## src/rtl/softmax_argmax_et_if.sv

```systemverilog
// Bundle of the vector-in / decision-out handshakes of softmax_argmax_et.
// Valid/ready: a transfer happens at a rising edge where valid and ready are both high; valid may not drop and payload may not change while it waits for ready.
interface softmax_argmax_et_if #(
   parameter int N_CLASS  = 8,
   parameter int BIT_PROB = 16,
   parameter int IDX_W    = 3
);
   logic                         in_valid;
   logic                         in_ready;
   logic [BIT_PROB*N_CLASS-1:0]  prob;
   logic [BIT_PROB-1:0]          threshold;
   logic [BIT_PROB-1:0]          margin;
   logic                         out_valid;
   logic                         out_ready;
   logic [IDX_W-1:0]             class_idx;
   logic [BIT_PROB-1:0]          max_prob;
   logic                         terminate;

   modport slave (
      input  in_valid, prob, threshold, margin, out_ready,
      output in_ready, out_valid, class_idx, max_prob, terminate
   );

   modport master (
      output in_valid, prob, threshold, margin, out_ready,
      input  in_ready, out_valid, class_idx, max_prob, terminate
   );
endinterface

```

## src/rtl/softmax_argmax_et.sv

```systemverilog
// Serial argmax over one softmax vector: one class per cycle, tracks best and
// second-best, and raises an early-termination flag on confident winners.
module softmax_argmax_et #(
   parameter int N_CLASS  = 8,
   parameter int BIT_PROB = 16,
   parameter int IDX_W    = 3
) (
   input  logic              clock,
   input  logic              reset,
   softmax_argmax_et_if.slave bus,
   output logic [1:0]        dbg_state
);
   typedef enum logic [1:0] {
      IDLE = 2'd0,
      SCAN = 2'd1,
      DONE = 2'd2
   } state_t;

   state_t                      state, state_next;
   logic [BIT_PROB*N_CLASS-1:0] prob_q;
   logic [BIT_PROB-1:0]         prob_arr [N_CLASS];
   logic [BIT_PROB-1:0]         thr_q, mar_q, best, second, p_cur;
   logic [IDX_W-1:0]            idx, cnt;
   logic                        accept, last;

   always_comb begin
      for (int i = 0; i < N_CLASS; i++) begin
         prob_arr[i] = prob_q[i*BIT_PROB +: BIT_PROB];
      end
   end

   assign p_cur  = prob_arr[cnt];
   assign accept = (state == IDLE) && !reset && bus.in_valid;
   assign last   = (cnt == IDX_W'(N_CLASS - 1));

   always_ff @(posedge clock) begin
      if (reset) state <= IDLE;
      else       state <= state_next;
   end

   always_comb begin
      state_next    = state;
      bus.in_ready  = 1'b0;
      bus.out_valid = 1'b0;
      case (state)
         IDLE: begin
            bus.in_ready = !reset;
            if (accept) state_next = SCAN;
         end
         SCAN: begin
            if (last) state_next = DONE;
         end
         DONE: begin
            bus.out_valid = 1'b1;
            if (bus.out_ready) state_next = IDLE;
         end
         default: state_next = IDLE;
      endcase
   end

   // Strict compares keep the lowest index on ties; an equal top score lands in second.
   always_ff @(posedge clock) begin
      if (reset) begin
         prob_q <= '0;
         thr_q  <= '0;
         mar_q  <= '0;
         best   <= '0;
         second <= '0;
         idx    <= '0;
         cnt    <= '0;
      end else if (accept) begin
         prob_q <= bus.prob;
         thr_q  <= bus.threshold;
         mar_q  <= bus.margin;
         best   <= '0;
         second <= '0;
         idx    <= '0;
         cnt    <= '0;
      end else if (state == SCAN) begin
         if (p_cur > best) begin
            second <= best;
            best   <= p_cur;
            idx    <= cnt;
         end else if (p_cur > second) begin
            second <= p_cur;
         end
         cnt <= cnt + 1'b1;
      end
   end

   // best >= second always holds, so the gap never wraps.
   assign bus.terminate = (state == DONE) && (best >= thr_q) && ((best - second) >= mar_q);
   assign bus.class_idx = idx;
   assign bus.max_prob  = best;
   assign dbg_state     = state;
endmodule

```

## src/flat_wrapper.sv

```systemverilog
// flat-port wrapper written by rule: the top's interface ports become plain ports
module softmax_argmax_et_flat 
#(
   parameter int N_CLASS  = 8,
   parameter int BIT_PROB = 16,
   parameter int IDX_W    = 3
)
  (clock, reset, dbg_state, bus_in_valid, bus_prob, bus_threshold, bus_margin, bus_out_ready, bus_in_ready, bus_out_valid, bus_class_idx, bus_max_prob, bus_terminate);
  softmax_argmax_et_if #(.N_CLASS(N_CLASS), .BIT_PROB(BIT_PROB), .IDX_W(IDX_W)) bus_i ();
  input  logic clock;
  input  logic reset;
  output logic [1:0] dbg_state;
  input wire logic [$bits(bus_i.in_valid)-1:0] bus_in_valid;
  input wire logic [$bits(bus_i.prob)-1:0] bus_prob;
  input wire logic [$bits(bus_i.threshold)-1:0] bus_threshold;
  input wire logic [$bits(bus_i.margin)-1:0] bus_margin;
  input wire logic [$bits(bus_i.out_ready)-1:0] bus_out_ready;
  output wire logic [$bits(bus_i.in_ready)-1:0] bus_in_ready;
  output wire logic [$bits(bus_i.out_valid)-1:0] bus_out_valid;
  output wire logic [$bits(bus_i.class_idx)-1:0] bus_class_idx;
  output wire logic [$bits(bus_i.max_prob)-1:0] bus_max_prob;
  output wire logic [$bits(bus_i.terminate)-1:0] bus_terminate;
  assign bus_i.in_valid = bus_in_valid;
  assign bus_i.prob = bus_prob;
  assign bus_i.threshold = bus_threshold;
  assign bus_i.margin = bus_margin;
  assign bus_i.out_ready = bus_out_ready;
  assign bus_in_ready = bus_i.in_ready;
  assign bus_out_valid = bus_i.out_valid;
  assign bus_class_idx = bus_i.class_idx;
  assign bus_max_prob = bus_i.max_prob;
  assign bus_terminate = bus_i.terminate;
  softmax_argmax_et #(.N_CLASS(N_CLASS), .BIT_PROB(BIT_PROB), .IDX_W(IDX_W)) u_core (.clock(clock), .reset(reset), .bus(bus_i), .dbg_state(dbg_state));
endmodule
```

## config.mk

```make
export PLATFORM = sky130hd
export DESIGN_NAME = softmax_argmax_et_flat
export DESIGN_NICKNAME = d
export VERILOG_FILES = /design/src/rtl/softmax_argmax_et_if.sv /design/src/rtl/softmax_argmax_et.sv /design/src/flat_wrapper.sv
export SDC_FILE = /design/constraint.sdc
export NUM_CORES = 1
export LEC_CHECK = 0
export ABC_AREA = 1
export ABC_CLOCK_PERIOD_IN_PS = 4140
export CAP_MARGIN = 40
export CORE_ASPECT_RATIO = 1.25
export CORE_MARGIN = 2
export CORE_UTILIZATION = 50
export CTS_BUF_LIST = sky130_fd_sc_hd__clkbuf_2
export DETAILED_ROUTE_END_ITERATION = 12
export PLACE_DENSITY = 0.77
export SKIP_LAST_GASP = 1
export SYNTH_ARGS = -nofsm -noshare
export SYNTH_HDL_FRONTEND = slang
export SYNTH_SLANG_ARGS = --single-unit
```

## constraint.sdc

```tcl
create_clock -name clock -period 4.14 [get_ports clock]
set_input_delay 0.828 -clock clock [delete_from_list [all_inputs] [get_ports clock]]
set_output_delay 0.828 -clock clock [all_outputs]
set_load 0.03 [all_outputs]
```

==> run metrics <==
wire length of the first global-routing pass 46900 um; clock tree root buffer cell sky130_fd_sc_hd__clkbuf_2; overall via count from detail_route 9563; aggregate global-route resource usage 27.6%; Hold Crit Class input port to flop; number of warnings printed during yosys synthesis 0; actual slew at the worst max-slew pin 0.668 ns; Yosys top cell area share 39.6%; Maximum Capacitance Violations 0; CTS H-tree lvls 4; antenna violations before repair 1; most instantiated library cell after synthesis sky130_fd_sc_hd__nand2_1; final cycle utilization of the critical path 106%; Die Height 163 um; Final Hold Violating Endpoints 0; setup tns final -0.265 ns; highest cell delay on the worst timing path 0.41 ns; clock buffer count from CTS 17; detailed-route wire length 29800 um; detailed-router iteration count before antenna repair 6; RSZ-0062 raised after global routing yes; final standard cell area without fillers 12900 um2; number of clock sinks seen by CTS 200; Cell Count Post-Placement 1716; ratio of total power to cell area 503 nW/um2; filler instances 1709; number of failing setup endpoints in the final timing report 1; pre-CTS setup slack 0.147 ns; DRC violation count after routing 0; Max Freq 227 MHz; number of global-route vias before repair 9081; synthesized cell area 10100 um2; sequence of cells on the critical path inv_2, ha_4, a21oi_4, o21ai_4, a21oi_4, o21ai_4, buf_4, buf_4, xor2_2, ha_1, a21oi_2, o21ai_1, a21oi_1, o21ai_1, a31oi_1, nor2_2, buf_12; WP data arrival 3.58 ns; top cells by count, synth sky130_fd_sc_hd__nand2_1, sky130_fd_sc_hd__dfxtp_1, sky130_fd_sc_hd__inv_1, sky130_fd_sc_hd__o21ai_0, sky130_fd_sc_hd__a21oi_1; Die X-Extent 131 um; placed cell areas 12200 um2; Total Nets Final 1727; post-synth cell types 36; post-layout min period 4.40 ns; final max-slew violation count 0; final HPWL from detailed placement 21100 um; post-synthesis sequential area ratio 39.6%; status complete, but fails checks; initial detailed-routing violation count 872; VDD IR-drop max 0.372 mV; top cells by area, synth sky130_fd_sc_hd__dfxtp_1, sky130_fd_sc_hd__ha_1, sky130_fd_sc_hd__nand2_1, sky130_fd_sc_hd__o21ai_0, sky130_fd_sc_hd__a21oi_1; Die Outline Area 21400 um2; max_slew headroom 55.5%; Antenna Nets Post-Route 0; fraction of layout cells with a size suffix above 1 11.1%; Crit Path Max Fanout 4; Gate Count Post-Synth 1312; clock insertion delay at the later pin of the skew report 0.84 ns; total I/O pin count 188; Max Root-Sink Buffers 2; Port Buf Inserts 187; Syn Area/Cell 7.70 um2; vias per inst 5.42; Reg area 4030 um2; R2R cell count 17; clock transition at the registers of the reported paths 0.34 ns; Synth Register Bits 200; TritonCTS clock tree built; Layout Cells excl Fill 1764; nature of the critical path startpoint flop; routability congestion estimate from global placement 0.884; Yosys top cell by area sky130_fd_sc_hd__dfxtp_1; Cell Rows 58; critical-path cell with the highest stage delay sky130_fd_sc_hd__dfxtp_2; cell depth of the worst min-delay path 3; CP Class flop to output pin; Layout area overhead 28.0%; syn nets 1558; Setup Skew 0.0442 ns; maximum number of pins on one net before global-route repair 161; placeable core region 20000 um2; starting utilization of the core area 50.6%; end-of-flow core utilization 64.8%; EDFF count, synth 0; min setup slack post-route -0.265 ns; flip-flop cell with the highest count after synthesis sky130_fd_sc_hd__dfxtp_1; reported leakage power 5.27 nW; area occupied by multi-input gates 5460 um2; Critical Path End Type output pin; CP required 3.31 ns; violated checks setup timing; fraction of registers with async set/reset 0%; quantity of hold-fixing buffers added after cts 0; GR Overflow Total 0; average wire per standard cell 16.9 um
## layer usage
metal,GRT usage [%],vias up,routed length (um)
met2,46.6,287,14200
met3,5.07,75,1560
met4,11.8,0,1220
li1,-,4751,-
met5,0,-,0
met1,34.7,4450,12900
## cell families after synthesis
logic type / after synthesis / synth area share (%)
xor+xnor: 15 / 1.30
simple gates: 346 / 14.5
buf+inv: 236 / 9.83
fa+ha+maj: 82 / 10.2
compound gates: 433 / 24.5
flops: 200 / 39.6
## critical path: cells and delay by family (launching register included)
| family | cells | cell delay, ns |
|---|---|---|
| simple gates | 1 | 0.07 |
| compound gates | 9 | 1.11 |
| xor+xnor | 1 | 0.13 |
| flops | 1 | 0.41 |
| fa+ha+maj | 2 | 0.59 |
| buf+inv | 4 | 0.47 |
## path summary, 6_finish.rpt
kind | startpoint | to | slack, ns
worst max-delay path | u_core.second[2] | bus_terminate | -0.26
worst min-delay path | bus_prob[26] | u_core.prob_q[26] | 0.48
worst max register to register | u_core.cnt[0] | u_core.second[2] | 0.26
worst min register to register | u_core.prob_q[38] | u_core.prob_q[38] | 0.48
## through the flow
step	hold slack (ns)	total power (W)
after detailed placement	0.452	0.00493
after global placement	0.451	0.00487
after global routing	0.427	0.00697
after CTS	0.410	0.00613
after floorplan	0.437	0.00412
final	0.480	0.00650
## sequential cells by signal, summed over array words and instances (netlist names)
register              cells
u_core.cnt                3
u_core.thr_q             16
u_core.dbg_state          2
u_core.second            16
u_core.bus.class_idx      3
u_core.prob_q           128
u_core.mar_q             16
u_core.bus.max_prob      16
## cells in the final DEF, fill, tap and decap left out, types with 16 or more instances in the layout
cell	instances
sky130_fd_sc_hd__a21oi_1	130
sky130_fd_sc_hd__a22o_1	66
sky130_fd_sc_hd__buf_4	30
sky130_fd_sc_hd__clkbuf_2	17
sky130_fd_sc_hd__clkdlybuf4s50_1	186
sky130_fd_sc_hd__dfxtp_1	180
sky130_fd_sc_hd__dfxtp_2	18
sky130_fd_sc_hd__ha_1	67
sky130_fd_sc_hd__inv_1	152
sky130_fd_sc_hd__nand2_1	241
sky130_fd_sc_hd__nand3_1	55
sky130_fd_sc_hd__nor2_1	17
sky130_fd_sc_hd__o21a_1	16
sky130_fd_sc_hd__o21ai_0	144
sky130_fd_sc_hd__o21ai_1	44
## where the power goes
part           internal [W]  switching, W
clock network      0.000260      0.000758
logic               0.00139       0.00187
registers           0.00211      0.000106
## repair_timing
item	in CTS	in global routing
gates resized for setup	34	65
endpoints found under the setup margin	1	1
pin swaps	19	28
buffers inserted	9	8
## final cells by class
class | count | share of cell area, %
multi-input combinational | 876 | 42.2
sequential | 200 | 31.2
timing repair buffer | 222 | 17.2
inverter | 164 | 4.78
tap | 270 | 2.61
clock inverter | 14 | 1.36
clock buffer | 17 | 0.658
antenna | 1 | 0.0193
(Power assumes the default switching activity.)
